<file path="src/rtl/can_pkg.sv">
// Shared types and constants for the CAN overload frame generator.
package can_pkg;

  typedef enum logic [2:0] {
    StIdle          = 3'd0,
    StFlag          = 3'd1,
    StWaitRecessive = 3'd2,
    StDelimiter     = 3'd3,
    StDone          = 3'd4
  } ovl_state_t;

  localparam logic [3:0] CAN_OVL_FLAG_BITS  = 4'd6;
  localparam logic [3:0] CAN_OVL_DELIM_BITS = 4'd8;
  localparam logic [3:0] CAN_OVL_MAX_WAIT   = 4'd7;
  localparam logic [1:0] CAN_OVL_MAX_CONSEC = 2'd2;

endpackage

</file>
<file path="src/rtl/can_bit_counter.sv">
// Bit counter with clear, load-one and saturating increment.
// o_last flags that the next increment reaches i_terminal.
module can_bit_counter (
  input  logic       i_clock,
  input  logic       i_reset_n,
  input  logic       i_enable,
  input  logic       i_clear,
  input  logic       i_load_one,
  input  logic       i_inc,
  input  logic [3:0] i_terminal,
  output logic [3:0] o_count,
  output logic       o_last
);

  logic [3:0] r_count;
  logic [3:0] w_count_next;

  always_comb begin
    w_count_next = r_count;
    if (i_clear) begin
      w_count_next = 4'd0;
    end else if (i_load_one) begin
      w_count_next = 4'd1;
    end else if (i_inc && (r_count != 4'hf)) begin
      w_count_next = r_count + 4'd1;
    end
  end

  always_ff @(posedge i_clock) begin
    if (!i_reset_n || !i_enable) begin
      r_count <= 4'd0;
    end else begin
      r_count <= w_count_next;
    end
  end

  assign o_count = r_count;
  assign o_last  = ((r_count + 4'd1) == i_terminal);

endmodule

</file>
<file path="src/rtl/overload_frame_generator.sv">
// CAN overload frame generator: dominant flag, wait for recessive bus, recessive delimiter.
// Checks the bus for bit/form/stuck errors and caps back-to-back overload frames.
module overload_frame_generator
  import can_pkg::*;
(
  input  logic       i_clock,
  input  logic       i_reset_n,
  input  logic       i_enable,
  input  logic       i_sample_point,
  input  logic       i_rx_bit,
  input  logic       i_overload_trigger,
  input  logic       i_frame_start,
  output logic       o_tx_bit,
  output logic       o_overload_active,
  output logic       o_overload_complete,
  output logic       o_bit_error,
  output logic       o_form_error,
  output logic       o_stuck_error,
  output logic       o_overload_rejected,
  output logic [3:0] o_bit_count,
  output logic [1:0] o_consec_count
);

  ovl_state_t r_state, w_state_next;
  logic       r_tx_bit, w_tx_bit_next;
  logic       r_active, w_active_next;
  logic       r_complete, w_complete_next;
  logic       r_bit_error, w_bit_error_next;
  logic       r_form_error, w_form_error_next;
  logic       r_stuck_error, w_stuck_error_next;
  logic       r_rejected, w_rejected_next;
  logic [1:0] r_consec, w_consec_next;

  logic       w_cnt_clear;
  logic       w_cnt_load_one;
  logic       w_cnt_inc;
  logic [3:0] w_cnt_terminal;
  logic [3:0] w_cnt_value;
  logic       w_cnt_last;
  logic       w_consec_room;

  assign w_consec_room = (r_consec < CAN_OVL_MAX_CONSEC);

  can_bit_counter u_bit_counter (
    .i_clock    (i_clock),
    .i_reset_n  (i_reset_n),
    .i_enable   (i_enable),
    .i_clear    (w_cnt_clear),
    .i_load_one (w_cnt_load_one),
    .i_inc      (w_cnt_inc),
    .i_terminal (w_cnt_terminal),
    .o_count    (w_cnt_value),
    .o_last     (w_cnt_last)
  );

  always_comb begin
    w_state_next       = r_state;
    w_tx_bit_next      = r_tx_bit;
    w_active_next      = r_active;
    w_complete_next    = 1'b0;
    w_bit_error_next   = 1'b0;
    w_form_error_next  = 1'b0;
    w_stuck_error_next = 1'b0;
    w_rejected_next    = 1'b0;
    w_consec_next      = r_consec;
    w_cnt_clear        = 1'b0;
    w_cnt_load_one     = 1'b0;
    w_cnt_inc          = 1'b0;
    w_cnt_terminal     = CAN_OVL_FLAG_BITS;

    unique case (r_state)
      StIdle: begin
        w_tx_bit_next = 1'b1;
        w_active_next = 1'b0;
        if (i_overload_trigger && !i_frame_start) begin
          if (w_consec_room) begin
            w_state_next  = StFlag;
            w_tx_bit_next = 1'b0;
            w_active_next = 1'b1;
            w_cnt_clear   = 1'b1;
            w_consec_next = r_consec + 2'd1;
          end else begin
            w_rejected_next = 1'b1;
          end
        end
      end
      StFlag: begin
        w_cnt_terminal = CAN_OVL_FLAG_BITS;
        if (i_sample_point) begin
          if (!i_rx_bit) begin
            if (w_cnt_last) begin
              w_state_next  = StWaitRecessive;
              w_tx_bit_next = 1'b1;
              w_cnt_clear   = 1'b1;
            end else begin
              w_cnt_inc = 1'b1;
            end
          end else begin
            w_bit_error_next = 1'b1;
            w_state_next     = StIdle;
            w_tx_bit_next    = 1'b1;
            w_active_next    = 1'b0;
            w_cnt_clear      = 1'b1;
          end
        end
      end
      StWaitRecessive: begin
        // Other nodes may still be sending their flags; tolerate up to MAX_WAIT dominant bits.
        w_cnt_terminal = CAN_OVL_MAX_WAIT + 4'd1;
        if (i_sample_point) begin
          if (i_rx_bit) begin
            w_state_next   = StDelimiter;
            w_cnt_load_one = 1'b1;
          end else if (w_cnt_last) begin
            w_stuck_error_next = 1'b1;
            w_state_next       = StIdle;
            w_active_next      = 1'b0;
            w_cnt_clear        = 1'b1;
          end else begin
            w_cnt_inc = 1'b1;
          end
        end
      end
      StDelimiter: begin
        w_cnt_terminal = CAN_OVL_DELIM_BITS;
        if (i_sample_point) begin
          if (i_rx_bit) begin
            w_cnt_inc = 1'b1;
            if (w_cnt_last) begin
              w_state_next    = StDone;
              w_active_next   = 1'b0;
              w_complete_next = 1'b1;
            end
          end else if (w_cnt_last && w_consec_room) begin
            // Dominant last delimiter bit is an overload condition of its own.
            w_state_next  = StFlag;
            w_tx_bit_next = 1'b0;
            w_cnt_clear   = 1'b1;
            w_consec_next = r_consec + 2'd1;
          end else begin
            w_form_error_next = 1'b1;
            w_state_next      = StIdle;
            w_active_next     = 1'b0;
            w_cnt_clear       = 1'b1;
          end
        end
      end
      StDone: begin
        w_state_next = StIdle;
        w_cnt_clear  = 1'b1;
      end
      default: begin
        w_state_next  = StIdle;
        w_tx_bit_next = 1'b1;
        w_active_next = 1'b0;
        w_cnt_clear   = 1'b1;
      end
    endcase

    if (i_frame_start) begin
      w_consec_next = 2'd0;
    end
  end

  always_ff @(posedge i_clock) begin
    if (!i_reset_n || !i_enable) begin
      r_state       <= StIdle;
      r_tx_bit      <= 1'b1;
      r_active      <= 1'b0;
      r_complete    <= 1'b0;
      r_bit_error   <= 1'b0;
      r_form_error  <= 1'b0;
      r_stuck_error <= 1'b0;
      r_rejected    <= 1'b0;
      r_consec      <= 2'd0;
    end else begin
      r_state       <= w_state_next;
      r_tx_bit      <= w_tx_bit_next;
      r_active      <= w_active_next;
      r_complete    <= w_complete_next;
      r_bit_error   <= w_bit_error_next;
      r_form_error  <= w_form_error_next;
      r_stuck_error <= w_stuck_error_next;
      r_rejected    <= w_rejected_next;
      r_consec      <= w_consec_next;
    end
  end

  assign o_tx_bit            = r_tx_bit;
  assign o_overload_active   = r_active;
  assign o_overload_complete = r_complete;
  assign o_bit_error         = r_bit_error;
  assign o_form_error        = r_form_error;
  assign o_stuck_error       = r_stuck_error;
  assign o_overload_rejected = r_rejected;
  assign o_bit_count         = w_cnt_value;
  assign o_consec_count      = r_consec;

endmodule
</file>
<file path="config.mk">
export PLATFORM = sky130hd
export DESIGN_NAME = overload_frame_generator
export DESIGN_NICKNAME = d
export VERILOG_FILES = /design/src/rtl/can_pkg.sv /design/src/rtl/can_bit_counter.sv /design/src/rtl/overload_frame_generator.sv
export SDC_FILE = /design/constraint.sdc
export NUM_CORES = 1
export LEC_CHECK = 0
export ABC_AREA = 1
export CAP_MARGIN = 10
export CORE_MARGIN = 5
export CORE_UTILIZATION = 50
export CTS_CLUSTER_DIAMETER = 50
export DETAILED_ROUTE_END_ITERATION = 10
export DONT_BUFFER_PORTS = 1
export PLACE_DENSITY = 0.77
export SYNTH_ARGS = -nofsm -noshare
export SYNTH_HDL_FRONTEND = slang
export SYNTH_SLANG_ARGS = --single-unit
export TNS_END_PERCENT = 50
</file>
<file path="constraint.sdc">
create_clock -name i_clock -period 2.7 [get_ports i_clock]
set_input_delay 0.405 -clock i_clock [delete_from_list [all_inputs] [get_ports i_clock]]
set_output_delay 0.405 -clock i_clock [all_outputs]
set_load 0.005 [all_outputs]
</file>
==> results of run 1 <==
## critical path, cell delays in order, from the launching register on
cell and delay (ps):
dfxtp_1 560, ha_1 260, nor2_1 50, nor2_1 150
nand2_1 80, nand2_2 90, nand3_4 120, nand2_1 120
nand3_1 80, nor2_2 130, nand2_1 60, nand2_1 60
nor2_1 30
## worst paths after layout
path	slack (ps)	depth (start not counted)	end
worst max-delay path	780	12	r_state[1]
worst min-delay path	280	3	o_consec_count[0]
worst max register to register	780	12	r_state[1]
worst min register to register	490	2	o_tx_bit
## layout make-up
cell class                      instances  area [sq um]  area share
Tap cell                               27          33.8      0.0308
Multi-Input combinational cell        124           613       0.558
Clock buffer                            3          22.5      0.0205
Inverter                               29           109      0.0991
Sequential cell                        16           320       0.292
## power by group
part	switching [mW]	internal [mW]
Clock	0.0706	0.0519
Sequential	0.00609	0.241
Combinational	0.0576	0.0277
## synth_stat cells
cell type	n
a21boi_0	2
a21oi_1	6
a21oi_2	2
buf_4	1
dfxtp_1	16
ha_1	1
inv_1	27
inv_2	2
nand2_1	52
nand2_2	5
nand2_4	1
nand3_1	16
nand3_2	1
nand3_4	1
nand4_1	6
nor2_1	18
nor2_2	3
nor2_4	1
nor3_1	3
nor4_1	2
o211ai_1	1
o21ai_0	1
o21bai_2	1
o22ai_1	1
## flip-flops by register name (all words and copies together) (netlist names)
signal / count
o_stuck_error: 1
o_overload_rejected: 1
o_tx_bit: 1
o_bit_error: 1
o_overload_complete: 1
o_form_error: 1
o_overload_active: 1
o_consec_count: 2
u_bit_counter.o_count: 4
r_state: 3
## stage by stage
stage	instances	instance area (sq um)	setup WS [ps]	util
floorplan	170	1050	1130	-
global placement	196	1080	887	0.543
detailed placement	196	1080	772	0.543
CTS	199	1100	764	0.554
global route	199	1100	518	0.554
finish	199	1100	778	0.554
## metal layers
layer  vias to the layer above  wire [microns]  global-route usage
met4                         0              39              0.0847
met5                         -               0                   0
met3                         5             123              0.0325
met1                       468            1010               0.169
li1                        545               -                   -
met2                        28            1200               0.275
## logic make-up (layout without fill, tap and decap cells)
| group | after synthesis | after routing | synth area share |
|---|---|---|---|
| AO/OA/AOI/OAI | 14 | 14 | 0.0882 |
| adder cells (fa/ha/maj) | 1 | 1 | 0.0119 |
| buffers and inverters | 30 | 32 | 0.111 |
| flip-flops | 16 | 16 | 0.305 |
| AND/OR/NAND/NOR | 109 | 109 | 0.484 |
## cells in the final DEF (no fill, tap or decap)
cell type and n:
a21oi_1 6, o21bai_2 1, nand3_4 1, nor3_1 3
nor2_2 3, nand2_4 1, o211ai_1 1, inv_2 2
nand4_1 6, inv_1 27, nor2_1 18, nand2_2 5
nor2_4 1, nand3_2 1, nor4_1 2, o22ai_1 1
a21oi_2 2, a21boi_0 2, o21ai_0 1, ha_1 1
nand2_1 52, nand3_1 16, dfxtp_1 16, clkbuf_4 3
==> run metrics, run 1 <==
cts bufs inserted 3; top-area cell type share of the netlist area 0.305; RD Place Congestion 0.937; critical path type reg2reg; WL/cell 11.9 microns; first-pass GRT wire length 3.89 mm; CTS tree yes; Rel. slew slack 0.743; Post-CTS Resized 0; core region area 1980 sq um; vias approximately 1000; root buf cell clkbuf_4; HP Class in2reg; starting density of the core 0.530; hold buffer count at CTS 0; all-layer global routing usage 0.154; Die Ht around 56 microns; FF+latch count, synth 16; Die Width 55.8 microns; Ys Warns 0; CP startpoint u_bit_counter.o_count[0]; Slew Viols, Final 0; minimum clock period 1920 ps; fmax 520 MHz; CP Max Fanout 10; Area Growth Syn to Fin 4.65%; sequential fraction of the synthesis area 0.305; Avg Inst Size Synth roughly 6.2 sq um; grt ovf 0; htree depth 1; worst min-delay path startpoint i_frame_start; status completed; Hold Vio Cnt, Final 0; Max Cap Viol 0; CTS Sinks 16; I/O pin count 20; total power 0.455 mW; CP Launch Type flop; clock latency on the worst-skew pair between 200 and 300 ps; FP Rows 16; layout cells sized above 1 0.116; drt total wl 2.37 mm; clk slew on worst S/H paths 90 ps; unrepaired setup endpoints after global routing false; initial antenna violation count 0; VDD IR-drop max 0.325 mV; FF-to-FF Start u_bit_counter.o_count[0]; filler instances 203; setup bufs post-CTS 0; Syn Inst Count 170; Synth area leaders dfxtp_1 31%, nand2_1 19%, inv_1 9.7%; Netlist Area Pre-Place approximately 1000 sq um; residual DRC count 0; area leader, netlist dfxtp_1; hpwl dp 1.91 mm; skew final roughly 8.1 ps; post-route ant nets 0; vias in the first global route 967; hold_ws 283 ps; Worst Tran Pin Value 385 ps; DRT Pass-1 Iters 4; critical path arrival ~2100 ps; Fin Setup TNS 0 ps; Final Cycle Share 0.712; Longest Clk Path Bufs 2; largest net degree at the start of global routing 11; post-DR vias/cell 5.26; CP Capture Type flop; Final setup viols 0; Distinct cells, synth 24; Layout Nets 182; power per cell area 414 nW/um^2; Post-Synthesis Net Count approximately 180; Die ar. 3120 sq um; Port Buffers 0; CP required between 2000 and 3000 ps; ANT cells 0; DRT iter0 DRCs roughly 40; Static Leakage ~0.50 nW
Power figures use the tool's default switching activity.
==> run 2, diff against run 1 <==
==> constraint.sdc (replaced) <==
create_clock -name i_clock -period 1.95 [get_ports i_clock]
set_input_delay 0.2925 -clock i_clock [delete_from_list [all_inputs] [get_ports i_clock]]
set_output_delay 0.2925 -clock i_clock [all_outputs]
set_load 0.005 [all_outputs]
==> run 2 against run 1 <==
  * Global-route usage up 0.25 points
  * Critical path type unchanged
  * Sequential power up 38%
  * First-iteration DRC count up 4.9%
  * Clock skew down 4.7 ps
  * Largest cell class unchanged
  * Sequential share of layout area down 0.74 points
  * Highest routed layer unchanged
  * Die area unchanged
  * Register-to-register slack worse by 540 ps
  * Final cell count up 1.5%
==> run metrics, run 2 (synthesis results as in run 1) <==
slowest CP cell dfxtp_1; Port Buffers 0; core region area 1980 sq um; Comb power frac 0.177; CP bufs+invs 1; Reg power frac 0.497; Area Growth Syn to Fin 7.39%; unrepaired setup endpoints after global routing false; CP Capture Type flop; vias in the first global route 952; grt ovf 0; power per cell area 610 nW/um^2; CTS Sinks 16; post-DR vias/cell 5.32; Longest Clk Path Bufs 2; CP Max Fanout 10; Max Cap Viol 0; clk slew on worst S/H paths about 100 ps; VDD IR-drop max 0.386 mV; sw power 0.201 mW; DRT iter0 DRCs 43; Fin Setup TNS 0 ps; layout cells sized above 1 0.131; clock share of power 0.326; Final Cycle Share 0.878; residual DRC count 0; first-pass GRT wire length 3.93 mm; Die Width roughly 56 microns; hold buffer count at CTS 0; drt total wl 2.47 mm; Rel. slew slack 0.774; clock latency on the worst-skew pair 290 ps; multi-input logic area roughly 610 sq um; RD Place Congestion 0.932; skew final between 3 and 4 ps; Die Ht roughly 56 microns; post-route ant nets 0; critical path cell sequence ha_1 > nand2_1 > inv_1 > nor2_1 > nand2_1 > nand2_2 > nand3_4 > nand2_1 > nand3_1 > nor2_2 > nand2_1 > nand2_1 > nor2_1; Hold Vio Cnt, Final 0; Worst Tran Pin Value 339 ps; CP peak stage delay 330 ps; cts bufs inserted 3; most frequent cells in the layout 52 x nand2_1, 27 x inv_1, 18 x nor2_1; commonest non-fill, non-tap cell in the layout nand2_1; minimum clock period roughly 1700 ps; root buf cell clkbuf_4; all-layer global routing usage 0.157; CTS tree yes; Layout Nets 184; CP top delay family simple AND/OR/NAND/NOR gates; CP required 2140 ps; WL/cell 12.2 microns; cell mode on critical path nand2_1; critical path type reg2reg; Post-CTS Resized 0; filler instances ~200; CP Launch Type flop; I/O pin count 20; Slew Viols, Final 0; max reg flops 4; HP Class in2reg; setup bufs post-CTS 0; status completed; hold_ws 162 ps; vias 1074; htree depth 1; Static Leakage 0.521 nW; initial antenna violation count 0; Net Sw Frac 0.292; Final setup viols 0; FP Rows 16; ANT cells 0; fmax 584 MHz; largest net degree at the start of global routing 11; DRT Pass-1 Iters 4; P_int roughly 0.5 mW; hpwl dp 1.97 mm; critical path arrival 1900 ps; Die ar. 3120 sq um; starting density of the core 0.530; register area 320 sq um
==> run 2: cell types whose count changed in the layout (fill, tap and decap cells not counted) <==
| cell | delta |
|---|---|
| clkbuf_8 | +1 |
| buf_4 | +2 |
==> run 2: power groups by stage <==
stage / sequential (mW) / clock, mW / combinational (mW)
after floorplan: 0.347 / 0 / 0.0978
after global placement: 0.349 / 0 / 0.116
after detailed placement: 0.349 / 0 / 0.119
after CTS: 0.341 / 0.228 / 0.119
after global routing: 0.342 / 0.243 / 0.138
final: 0.341 / 0.224 / 0.122
==> run 2: path summary, 6_finish.rpt <==
| check | slack, ps | endpoint | start | depth (start not counted) |
|---|---|---|---|---|
| min | 160 | o_consec_count[1] | i_frame_start | 3 |
| max reg2reg | 240 | r_state[1] | u_bit_counter.o_count[0] | 13 |
| min reg2reg | 500 | o_tx_bit | o_tx_bit | 2 |
| max | 240 | r_state[1] | u_bit_counter.o_count[0] | 13 |
==> run 2: through the flow <==
stage | utilization | setup slack (ps) | total power, mW | instances | area [sq um]
6_report | 0.569 | 238 | 0.687 | 202 | 1130
5_1_grt | 0.569 | 18.4 | 0.724 | 202 | 1130
4_1_cts | 0.569 | 253 | 0.689 | 202 | 1130
3_5_place_dp | 0.551 | 264 | 0.467 | 198 | 1090
3_3_place_gp | 0.551 | 346 | 0.464 | 198 | 1090
2_1_floorplan | - | 380 | 0.445 | 170 | 1050
==> run 2: worst register-to-register path, cell delays in order, from the launching register on <==
cell and delay (ps):
dfxtp_1 330, ha_1 220, nand2_1 90, inv_1 50
nor2_1 120, nand2_1 80, nand2_2 90, nand3_4 130
nand2_1 110, nand3_1 80, nor2_2 140, nand2_1 70
nand2_1 60, nor2_1 30
==> run 2: metal layers <==
metal	GRT usage	vias to the layer above	part of all wire
met4	0.0780	0	0.022
li1	-	552	-
met1	0.169	471	0.42
met2	0.282	42	0.49
met3	0.0394	9	0.066
met5	0	-	0
==> run 2: layout make-up <==
| cell class | count | area share |
|---|---|---|
| inverter | 29 | 0.0966 |
| sequential | 16 | 0.284 |
| multi-input combinational | 124 | 0.544 |
| timing repair buffer | 2 | 0.0133 |
| clock buffer | 4 | 0.0322 |
| tap | 27 | 0.0300 |
==> run 3, diff against run 2 <==
--- a/config.mk
+++ b/config.mk
@@ -12,6 +12,7 @@
 export CTS_CLUSTER_DIAMETER = 50
 export DETAILED_ROUTE_END_ITERATION = 10
 export DONT_BUFFER_PORTS = 1
+export HOLD_SLACK_MARGIN = 0.1
 export PLACE_DENSITY = 0.77
 export SYNTH_ARGS = -nofsm -noshare
 export SYNTH_HDL_FRONTEND = slang
==> constraint.sdc (replaced) <==
create_clock -name i_clock -period 2.2 [get_ports i_clock]
set_input_delay 0.33 -clock i_clock [delete_from_list [all_inputs] [get_ports i_clock]]
set_output_delay 0.33 -clock i_clock [all_outputs]
set_load 0.005 [all_outputs]
==> run 3 against run 2 <==
  * Hold slack gained 35 ps
  * Count of clock-buffer cells in the layout decreased by 1
  * Highest routed layer unchanged
  * Combinational power decreased by 13%
  * Clock power decreased by 33%
  * Global-route usage up 0.54 points
  * Die area unchanged
  * Final cell count shrank 0.99%
==> run metrics, run 3 (synthesis results as in run 1) <==
CP Max Fanout 10; placed insts 197; WL/cell 12.2 microns; most frequent cells in the layout 52 x nand2_1, 27 x inv_1, 18 x nor2_1; critical path arrival a little under 2000 ps; residual DRC count 0; FP Rows 16; Max Cap Viol 0; layout cells sized above 1 0.121; vias in the first global route 1016; HP Class in2reg; power per cell area 505 nW/um^2; ANT cells 0; max reg flops 4; unrepaired setup endpoints after global routing false; status completed; Worst Tran Pin Value 345 ps; Static Leakage ~0.51 nW; setup ws final about 400 ps; Longest Clk Path Bufs 2; CP top delay family simple AND/OR/NAND/NOR gates; commonest non-fill, non-tap cell in the layout nand2_1; clock latency on the worst-skew pair ~290 ps; Layout Nets 183; root buf cell clkbuf_4; I/O pin count 20; vias 1063; DRT Pass-1 Iters 4; post-route ant nets 0; DRT iter0 DRCs 35; VDD IR-drop max 0.332 mV; htree depth 1; Die Ht 55.8 microns; Post-CTS Resized 0; minimum clock period 1790 ps; total power 0.559 mW; CTS Sinks 16; skew final 6.43 ps; drt total wl 2.45 mm; critical path cell sequence ha_1 > nand2_1 > inv_1 > nor2_1 > nand2_1 > nand2_2 > nand3_4 > nand2_1 > nand3_1 > nor2_2 > nand2_1 > nand2_1 > nor2_1; Rel. slew slack 0.770; CP required approximately 2400 ps; Area Growth Syn to Fin 5.36%; RD Place Congestion 0.931; hold buffer count at CTS 0; first-pass GRT wire length about 4.1 mm; post-DR vias/cell 5.32; all-layer global routing usage 0.162; Fin Setup TNS 0 ps; Port Buffers 0; largest net degree at the start of global routing 11; Place WS 430 ps; setup bufs post-CTS 0; critical path type reg2reg; initial antenna violation count 0; cts bufs inserted 3; fmax 558 MHz; Slew Viols, Final 0; Final Cycle Share 0.815; final std cells w/o fill 200; clk slew on worst S/H paths roughly 90 ps; Hold Vio Cnt, Final 0; hold_ws 197 ps; Die ar. 3120 sq um; filler instances 218; CTS tree yes; grt ovf 0; CP Capture Type flop; Die Width 55.8 microns; cell mode on critical path nand2_1; CP bufs+invs 1; hpwl dp 1.99 mm; CP Launch Type flop; slowest CP cell dfxtp_1; Final setup viols 0; core region area 1980 sq um; CP peak stage delay 380 ps; starting density of the core 0.530
-- run 3: metal layers --
metal | part of all wire | track usage | vias to the layer above
met5 | 0 | 0 | -
met4 | 0.017 | 0.0847 | 0
met3 | 0.063 | 0.0325 | 3
met2 | 0.50 | 0.299 | 39
met1 | 0.42 | 0.172 | 470
li1 | - | - | 551
-- run 3: power by group --
| group | switching [mW] | internal (mW) | total [mW] |
|---|---|---|---|
| Sequential | 0.00661 | 0.296 | 0.302 |
| Clock | 0.0861 | 0.0637 | 0.150 |
| Combinational | 0.0720 | 0.0344 | 0.106 |
| Total | 0.165 | 0.394 | 0.559 |
-- run 3: final cells by class --
class	count	area [sq um]	share of cell area
sequential	16	320	0.290
timing repair buffer	1	7.51	0.00679
inverter	29	109	0.0984
tap	27	33.8	0.0305
multi-input combinational	124	613	0.554
clock buffer	3	22.5	0.0204
-- run 3: worst paths after layout --
path / startpoint / to / slack, ps / cells past startpoint
max: u_bit_counter.o_count[1] / r_state[1] / 410 / 13
min reg2reg: o_tx_bit / o_tx_bit / 500 / 2
min: i_frame_start / o_consec_count[1] / 200 / 3
max reg2reg: u_bit_counter.o_count[1] / r_state[1] / 410 / 13
-- run 3: metrics by stage --
stage / utilization / instance area (sq um)
finish: 0.558 / 1110
floorplan: - / 1050
CTS: 0.558 / 1110
detailed placement: 0.547 / 1080
global route: 0.558 / 1110
global placement: 0.547 / 1080
-- run 3: tightest hold or removal path: stages --
cell,delay (ps)
nor2_1,30
inv_1,60
a21oi_2,30
